### config.mk
export PLATFORM = sky130hd
export DESIGN_NAME = idft_8_seq_flat
export DESIGN_NICKNAME = d
export VERILOG_FILES = /design/src/rtl/idft_8_pkg.sv /design/src/rtl/idft_8_seq_if.sv /design/src/rtl/idft_tw_mul.sv /design/src/rtl/idft_8_seq.sv /design/src/flat_wrapper.sv
export SDC_FILE = /design/constraint.sdc
export NUM_CORES = 2
export LEC_CHECK = 0
export BUFFER_PORTS_ARGS = -buffer_cell sky130_fd_sc_hd__buf_2
export CAP_MARGIN = 20
export CORE_MARGIN = 3
export CORE_UTILIZATION = 40
export CTS_CLUSTER_DIAMETER = 120
export DETAILED_ROUTE_END_ITERATION = 6
export GPL_ROUTABILITY_DRIVEN = 0
export SLEW_MARGIN = 20
export SYNTH_ARGS = -nofsm -noshare
export SYNTH_HDL_FRONTEND = slang
export SYNTH_HIERARCHICAL = 1
export SYNTH_SLANG_ARGS = --single-unit
### constraint.sdc
create_clock -name clk -period 14.9 [get_ports clk]
set_clock_uncertainty 0.2 [all_clocks]
set_input_delay 4.47 -clock clk [delete_from_list [all_inputs] [get_ports clk]]
set_output_delay 4.47 -clock clk [all_outputs]
set_load 0.1 [all_outputs]
### src/rtl/idft_8_pkg.sv
// Shared constants and FSM state encoding for the 8-point serial IDFT.
package idft_8_pkg;

  localparam int          FRAME_LEN = 8;
  localparam logic [31:0] WQ_SRC    = 32'hB504F334;  // 0.70710678 in Q0.32

  typedef enum logic [1:0] {
    ST_LOAD,
    ST_MAC,
    ST_HOLD
  } idft_state_e;

  // Top p bits of WQ_SRC: the twiddle magnitude with p fractional bits.
  function automatic logic [31:0] wq_top(int p);
    return WQ_SRC >> (32 - p);
  endfunction

endpackage

### src/rtl/idft_8_seq_if.sv
// Sample-in / sample-out handshake bundle of the 8-point serial IDFT.
interface idft_8_seq_if #(
  parameter int N = 32
);

  logic signed [N-1:0] in_r;
  logic signed [N-1:0] in_i;
  logic                in_valid;
  logic                in_ready;

  logic signed [N-1:0] out_r;
  logic signed [N-1:0] out_i;
  logic        [2:0]   out_idx;
  logic                out_valid;
  logic                out_ready;

  modport master (
    output in_r, in_i, in_valid, out_ready,
    input  in_ready, out_r, out_i, out_idx, out_valid
  );

  modport slave (
    input  in_r, in_i, in_valid, out_ready,
    output in_ready, out_r, out_i, out_idx, out_valid
  );

endinterface

### src/rtl/idft_tw_mul.sv
// Combinational complex multiply by W8^(-idx) = exp(+j*pi*idx/4), idx 0..7.
module idft_tw_mul
  import idft_8_pkg::*;
#(
  parameter int N = 32,
  parameter int P = 10
) (
  input  logic signed [N-1:0] i_re,
  input  logic signed [N-1:0] i_im,
  input  logic        [2:0]   i_idx,
  output logic signed [N:0]   o_re,
  output logic signed [N:0]   o_im
);

  localparam logic [31:0] WQ32 = wq_top(P);

  logic signed [P:0]   w_wq;
  logic signed [N+P:0] w_prod_a;
  logic signed [N+P:0] w_prod_b;
  logic signed [N:0]   w_a;
  logic signed [N:0]   w_b;
  logic signed [N:0]   w_pa;
  logic signed [N:0]   w_pb;

  assign w_wq = $signed({1'b0, WQ32[P-1:0]});
  assign w_a  = (N+1)'(i_re);
  assign w_b  = (N+1)'(i_im);

  // Each component is scaled on its own and the signs applied afterwards,
  // so a conjugate pair of odd twiddles cancels exactly.
  assign w_prod_a = (N+P+1)'(i_re) * (N+P+1)'(w_wq);
  assign w_prod_b = (N+P+1)'(i_im) * (N+P+1)'(w_wq);
  assign w_pa     = (N+1)'(w_prod_a >>> P);
  assign w_pb     = (N+1)'(w_prod_b >>> P);

  always_comb begin
    o_re = w_a;
    o_im = w_b;
    case (i_idx)
      3'd0: begin o_re = w_a;         o_im = w_b;         end
      3'd1: begin o_re = w_pa - w_pb; o_im = w_pa + w_pb; end
      3'd2: begin o_re = -w_b;        o_im = w_a;         end
      3'd3: begin o_re = -w_pa - w_pb; o_im = w_pa - w_pb; end
      3'd4: begin o_re = -w_a;        o_im = -w_b;        end
      3'd5: begin o_re = w_pb - w_pa; o_im = -w_pa - w_pb; end
      3'd6: begin o_re = w_b;         o_im = -w_a;        end
      3'd7: begin o_re = w_pa + w_pb; o_im = w_pb - w_pa; end
      default: ;
    endcase
  end

endmodule

### src/rtl/idft_8_seq.sv
// 8-point IDFT, one complex MAC per cycle: LOAD 8 samples, then 8x (MAC 8, HOLD).
// Define IDFT_8_SCALE_EN to emit (acc >>> 3), a true 1/8-scaled IDFT.
module idft_8_seq
  import idft_8_pkg::*;
#(
  parameter int N = 32,
  parameter int P = 10
) (
  input logic         clk,
  input logic         rst_n,
  idft_8_seq_if.slave bus
);

  localparam logic [2:0] LAST = 3'(FRAME_LEN - 1);

  idft_state_e         r_state;
  logic        [2:0]   r_n;
  logic        [2:0]   r_k;
  logic signed [N+3:0] r_acc_r;
  logic signed [N+3:0] r_acc_i;
  logic                r_in_ready;
  logic                r_out_valid;
  logic signed [N-1:0] r_out_r;
  logic signed [N-1:0] r_out_i;
  logic        [2:0]   r_out_idx;

  logic signed [N-1:0] r_buf_r [FRAME_LEN];
  logic signed [N-1:0] r_buf_i [FRAME_LEN];

  logic                w_in_fire;
  logic        [2:0]   w_tw_idx;
  logic signed [N:0]   w_term_r;
  logic signed [N:0]   w_term_i;
  logic signed [N+3:0] w_acc_nxt_r;
  logic signed [N+3:0] w_acc_nxt_i;

  function automatic logic signed [N-1:0] out_conv(logic signed [N+3:0] a);
`ifdef IDFT_8_SCALE_EN
    return N'(a >>> 3);
`else
    return N'(a);
`endif
  endfunction

  // in_ready is registered and high only in LOAD, so it doubles as the state qualifier.
  assign w_in_fire = bus.in_valid && r_in_ready;
  assign w_tw_idx  = 3'(r_k * r_n);

  idft_tw_mul #(
    .N (N),
    .P (P)
  ) u_tw (
    .i_re  (r_buf_r[r_n]),
    .i_im  (r_buf_i[r_n]),
    .i_idx (w_tw_idx),
    .o_re  (w_term_r),
    .o_im  (w_term_i)
  );

  assign w_acc_nxt_r = r_acc_r + (N+4)'(w_term_r);
  assign w_acc_nxt_i = r_acc_i + (N+4)'(w_term_i);

  // Sample buffer carries no reset; a restarted frame overwrites it entirely.
  always_ff @(posedge clk) begin
    if (w_in_fire) begin
      r_buf_r[r_n] <= bus.in_r;
      r_buf_i[r_n] <= bus.in_i;
    end
  end

  always_ff @(posedge clk or negedge rst_n) begin
    if (!rst_n) begin
      r_state     <= ST_LOAD;
      r_n         <= '0;
      r_k         <= '0;
      r_acc_r     <= '0;
      r_acc_i     <= '0;
      r_in_ready  <= 1'b1;
      r_out_valid <= 1'b0;
      r_out_r     <= '0;
      r_out_i     <= '0;
      r_out_idx   <= '0;
    end else begin
      case (r_state)
        ST_LOAD: begin
          if (w_in_fire) begin
            r_n <= r_n + 3'd1;
            if (r_n == LAST) begin
              r_state    <= ST_MAC;
              r_in_ready <= 1'b0;
              r_k        <= '0;
              r_acc_r    <= '0;
              r_acc_i    <= '0;
            end
          end
        end
        ST_MAC: begin
          r_acc_r <= w_acc_nxt_r;
          r_acc_i <= w_acc_nxt_i;
          r_n     <= r_n + 3'd1;
          if (r_n == LAST) begin
            r_out_r     <= out_conv(w_acc_nxt_r);
            r_out_i     <= out_conv(w_acc_nxt_i);
            r_out_idx   <= r_k;
            r_out_valid <= 1'b1;
            r_state     <= ST_HOLD;
          end
        end
        ST_HOLD: begin
          if (bus.out_ready) begin
            r_out_valid <= 1'b0;
            r_n         <= '0;
            r_acc_r     <= '0;
            r_acc_i     <= '0;
            if (r_k == LAST) begin
              r_state    <= ST_LOAD;
              r_in_ready <= 1'b1;
            end else begin
              r_k     <= r_k + 3'd1;
              r_state <= ST_MAC;
            end
          end
        end
        default: r_state <= ST_LOAD;
      endcase
    end
  end

  assign bus.in_ready  = r_in_ready;
  assign bus.out_valid = r_out_valid;
  assign bus.out_r     = r_out_r;
  assign bus.out_i     = r_out_i;
  assign bus.out_idx   = r_out_idx;

endmodule

### src/flat_wrapper.sv
// flat-port wrapper written by rule: the top's interface ports become plain ports
module idft_8_seq_flat import idft_8_pkg::*;
#(
  parameter int N = 32,
  parameter int P = 10
)
  (clk, rst_n, bus_in_r, bus_in_i, bus_in_valid, bus_out_ready, bus_in_ready, bus_out_r, bus_out_i, bus_out_idx, bus_out_valid);
  idft_8_seq_if #(.N(N)) bus_i ();
  input logic clk;
  input logic rst_n;
  input wire logic [$bits(bus_i.in_r)-1:0] bus_in_r;
  input wire logic [$bits(bus_i.in_i)-1:0] bus_in_i;
  input wire logic [$bits(bus_i.in_valid)-1:0] bus_in_valid;
  input wire logic [$bits(bus_i.out_ready)-1:0] bus_out_ready;
  output wire logic [$bits(bus_i.in_ready)-1:0] bus_in_ready;
  output wire logic [$bits(bus_i.out_r)-1:0] bus_out_r;
  output wire logic [$bits(bus_i.out_i)-1:0] bus_out_i;
  output wire logic [$bits(bus_i.out_idx)-1:0] bus_out_idx;
  output wire logic [$bits(bus_i.out_valid)-1:0] bus_out_valid;
  assign bus_i.in_r = bus_in_r;
  assign bus_i.in_i = bus_in_i;
  assign bus_i.in_valid = bus_in_valid;
  assign bus_i.out_ready = bus_out_ready;
  assign bus_in_ready = bus_i.in_ready;
  assign bus_out_r = bus_i.out_r;
  assign bus_out_i = bus_i.out_i;
  assign bus_out_idx = bus_i.out_idx;
  assign bus_out_valid = bus_i.out_valid;
  idft_8_seq #(.N(N), .P(P)) u_core (.clk(clk), .rst_n(rst_n), .bus(bus_i));
endmodule
==> reports/metrics.yaml <==
hold_path_class: "flop to flop"
area_delta_synth_final_pct: 9.53
cpMostUsedCell: "a21oi_1"
cts-buffers-inserted: 71
grt_pass1_wl_microns: 230000
core_area_sq_mm: 0.122
slowest_stage: "o41ai_1"
wl_per_cell_microns: 23.0
h-tree-depth: 3
synth_nets: 5701
drv_slew: 0
drt_first_pass_iters: 7
pin_count: 137
grt_usage_pct: 23.5
clockBufferDepth: 3
fin_cells: 6631
setup_tns_ps: 0
antenna_left: 0
syn_area_per_cell_sq_um: 10.1
end_kind: "flop"
clk_pin_slew_ps: 60
worstPathArrival_ps: 13510
grt_pass1_vias: 36700
overflow: 0
cts_hold_buf: 0
die_w_microns: 358
synth_area_sq_mm: 0.0495
port_buffers: 136
rsz0062_at_grt: "false"
design.die.area_sq_mm: 0.128
cts_sinks: 653
placed_area_sq_mm: 0.0519
dp.cells: 6502
final-hold-violation-count: 0
final_common_cell: "inv_1"
timing.fmax_mhz: 75.7
setup-violations-final: 0
cts_tree: "yes"
relSlewSlack_pct: 22.6
die_h_microns: 358
drive_gt1_share_pct: 8.30
failed_checks: "design-rule violations"
status: "finished with violations"
yosys_warnings: 6
design_area_sq_mm: 0.0542
finalCritPeriodShare_pct: 88.7
fill_cells: 11700
hpwlAfterDp_microns: 112000
drt_iter0_drc: 4049
antenna_found_initial: 14
via_count: 38000
startpoint_type: "flop"
drt_wl_total_microns: 153000
max-cap-violations: 0
layout_common_cells: "649 x inv_1, 548 x ha_1, 512 x edfxtp_1"
drc: 3
avgViaCountPerCell: 5.73
path_max_fanout: 25
syn_inst: 4902
cts_setup_buffers: 0
cts_resized: 0
critical_path.max_stage_delay_ps: 970
row_count: 128
critPathKind: "flop to flop"
cp.required_ps: 15200
start_util_pct: 40.5
grt_max_degree: 150
clk_latency_ps: 660
worst_pin_slew_ps: 1150
fin_nets: 5749
cts-root-buf: "clkbuf_16"
fin_crit_ps: 13210
-- per-stage QoR --
stage / utilization (%) / setup slack, ps / hold slack [ps]
2_1_floorplan: - / 4170 / 256
3_3_place_gp: 42.4 / 2030 / 257
3_5_place_dp: 42.4 / 1860 / 266
4_1_cts: 44.3 / 1770 / 280
5_1_grt: 44.3 / 1010 / 304
6_report: 44.3 / 1690 / 272
-- final cells by class --
| class | count | area, sq um | area share [%] |
|---|---|---|---|
| Multi-Input combinational cell | 3367 | 27300 | 50.4 |
| Sequential cell | 653 | 18900 | 34.9 |
| Inverter | 666 | 2500 | 4.61 |
| Tap cell | 1625 | 2030 | 3.75 |
| Clock buffer | 88 | 1880 | 3.47 |
| Timing Repair Buffer | 191 | 1160 | 2.14 |
| Clock inverter | 36 | 402 | 0.740 |
| Antenna cell | 5 | 12.5 | 0.0231 |
-- path summary, 6_finish.rpt --
path | start | endpoint | slack, ps | cells after the start
worst min-delay path | u_core/bus.out_i[7] | u_core/bus.out_i[7] | 270 | 2
worst min register to register | u_core/bus.out_i[7] | u_core/bus.out_i[7] | 270 | 2
worst max-delay path | u_core/r_n[0] | u_core/bus.out_r[29] | 1690 | 41
max in group asynchronous | rst_n | u_core/r_acc_r[1] | 9150 | 3
min in group asynchronous | rst_n | u_core/bus.out_i[5] | 3490 | 1
worst max register to register | u_core/r_n[0] | u_core/bus.out_r[29] | 1690 | 41
-- layer usage --
layer	up-vias	global-route usage [%]	share of wire [%]
met5	-	0	0.037
met4	12	8.82	4.2
met3	277	4.06	8.2
met2	1578	35.8	43
met1	18500	33.4	45
li1	17600	-	-
-- flip-flops by register name, summed over array words and instances, names as in the netlist --
name,flops
u_core/bus.in_ready,1
u_core/bus.out_i,32
u_core/bus.out_idx,3
u_core/bus.out_r,32
u_core/bus.out_valid,1
u_core/r_acc_i,32
u_core/r_acc_r,32
u_core/r_buf_i,256
u_core/r_buf_r,256
u_core/r_k,3
u_core/r_n,3
u_core/r_state,2
-- worst max-delay path: cells and delay by family (launching register included) --
kind            cells  cell delay, ps
compound gates     19            4740
fa+ha+maj           8            3590
buf+inv             4             590
flops               1             670
xor+xnor            3            1170
simple gates        7            2020
Power is left out: the tool's default activity adds up to more than one toggle a clock period on the data nets, which glitch-free logic cannot reach.
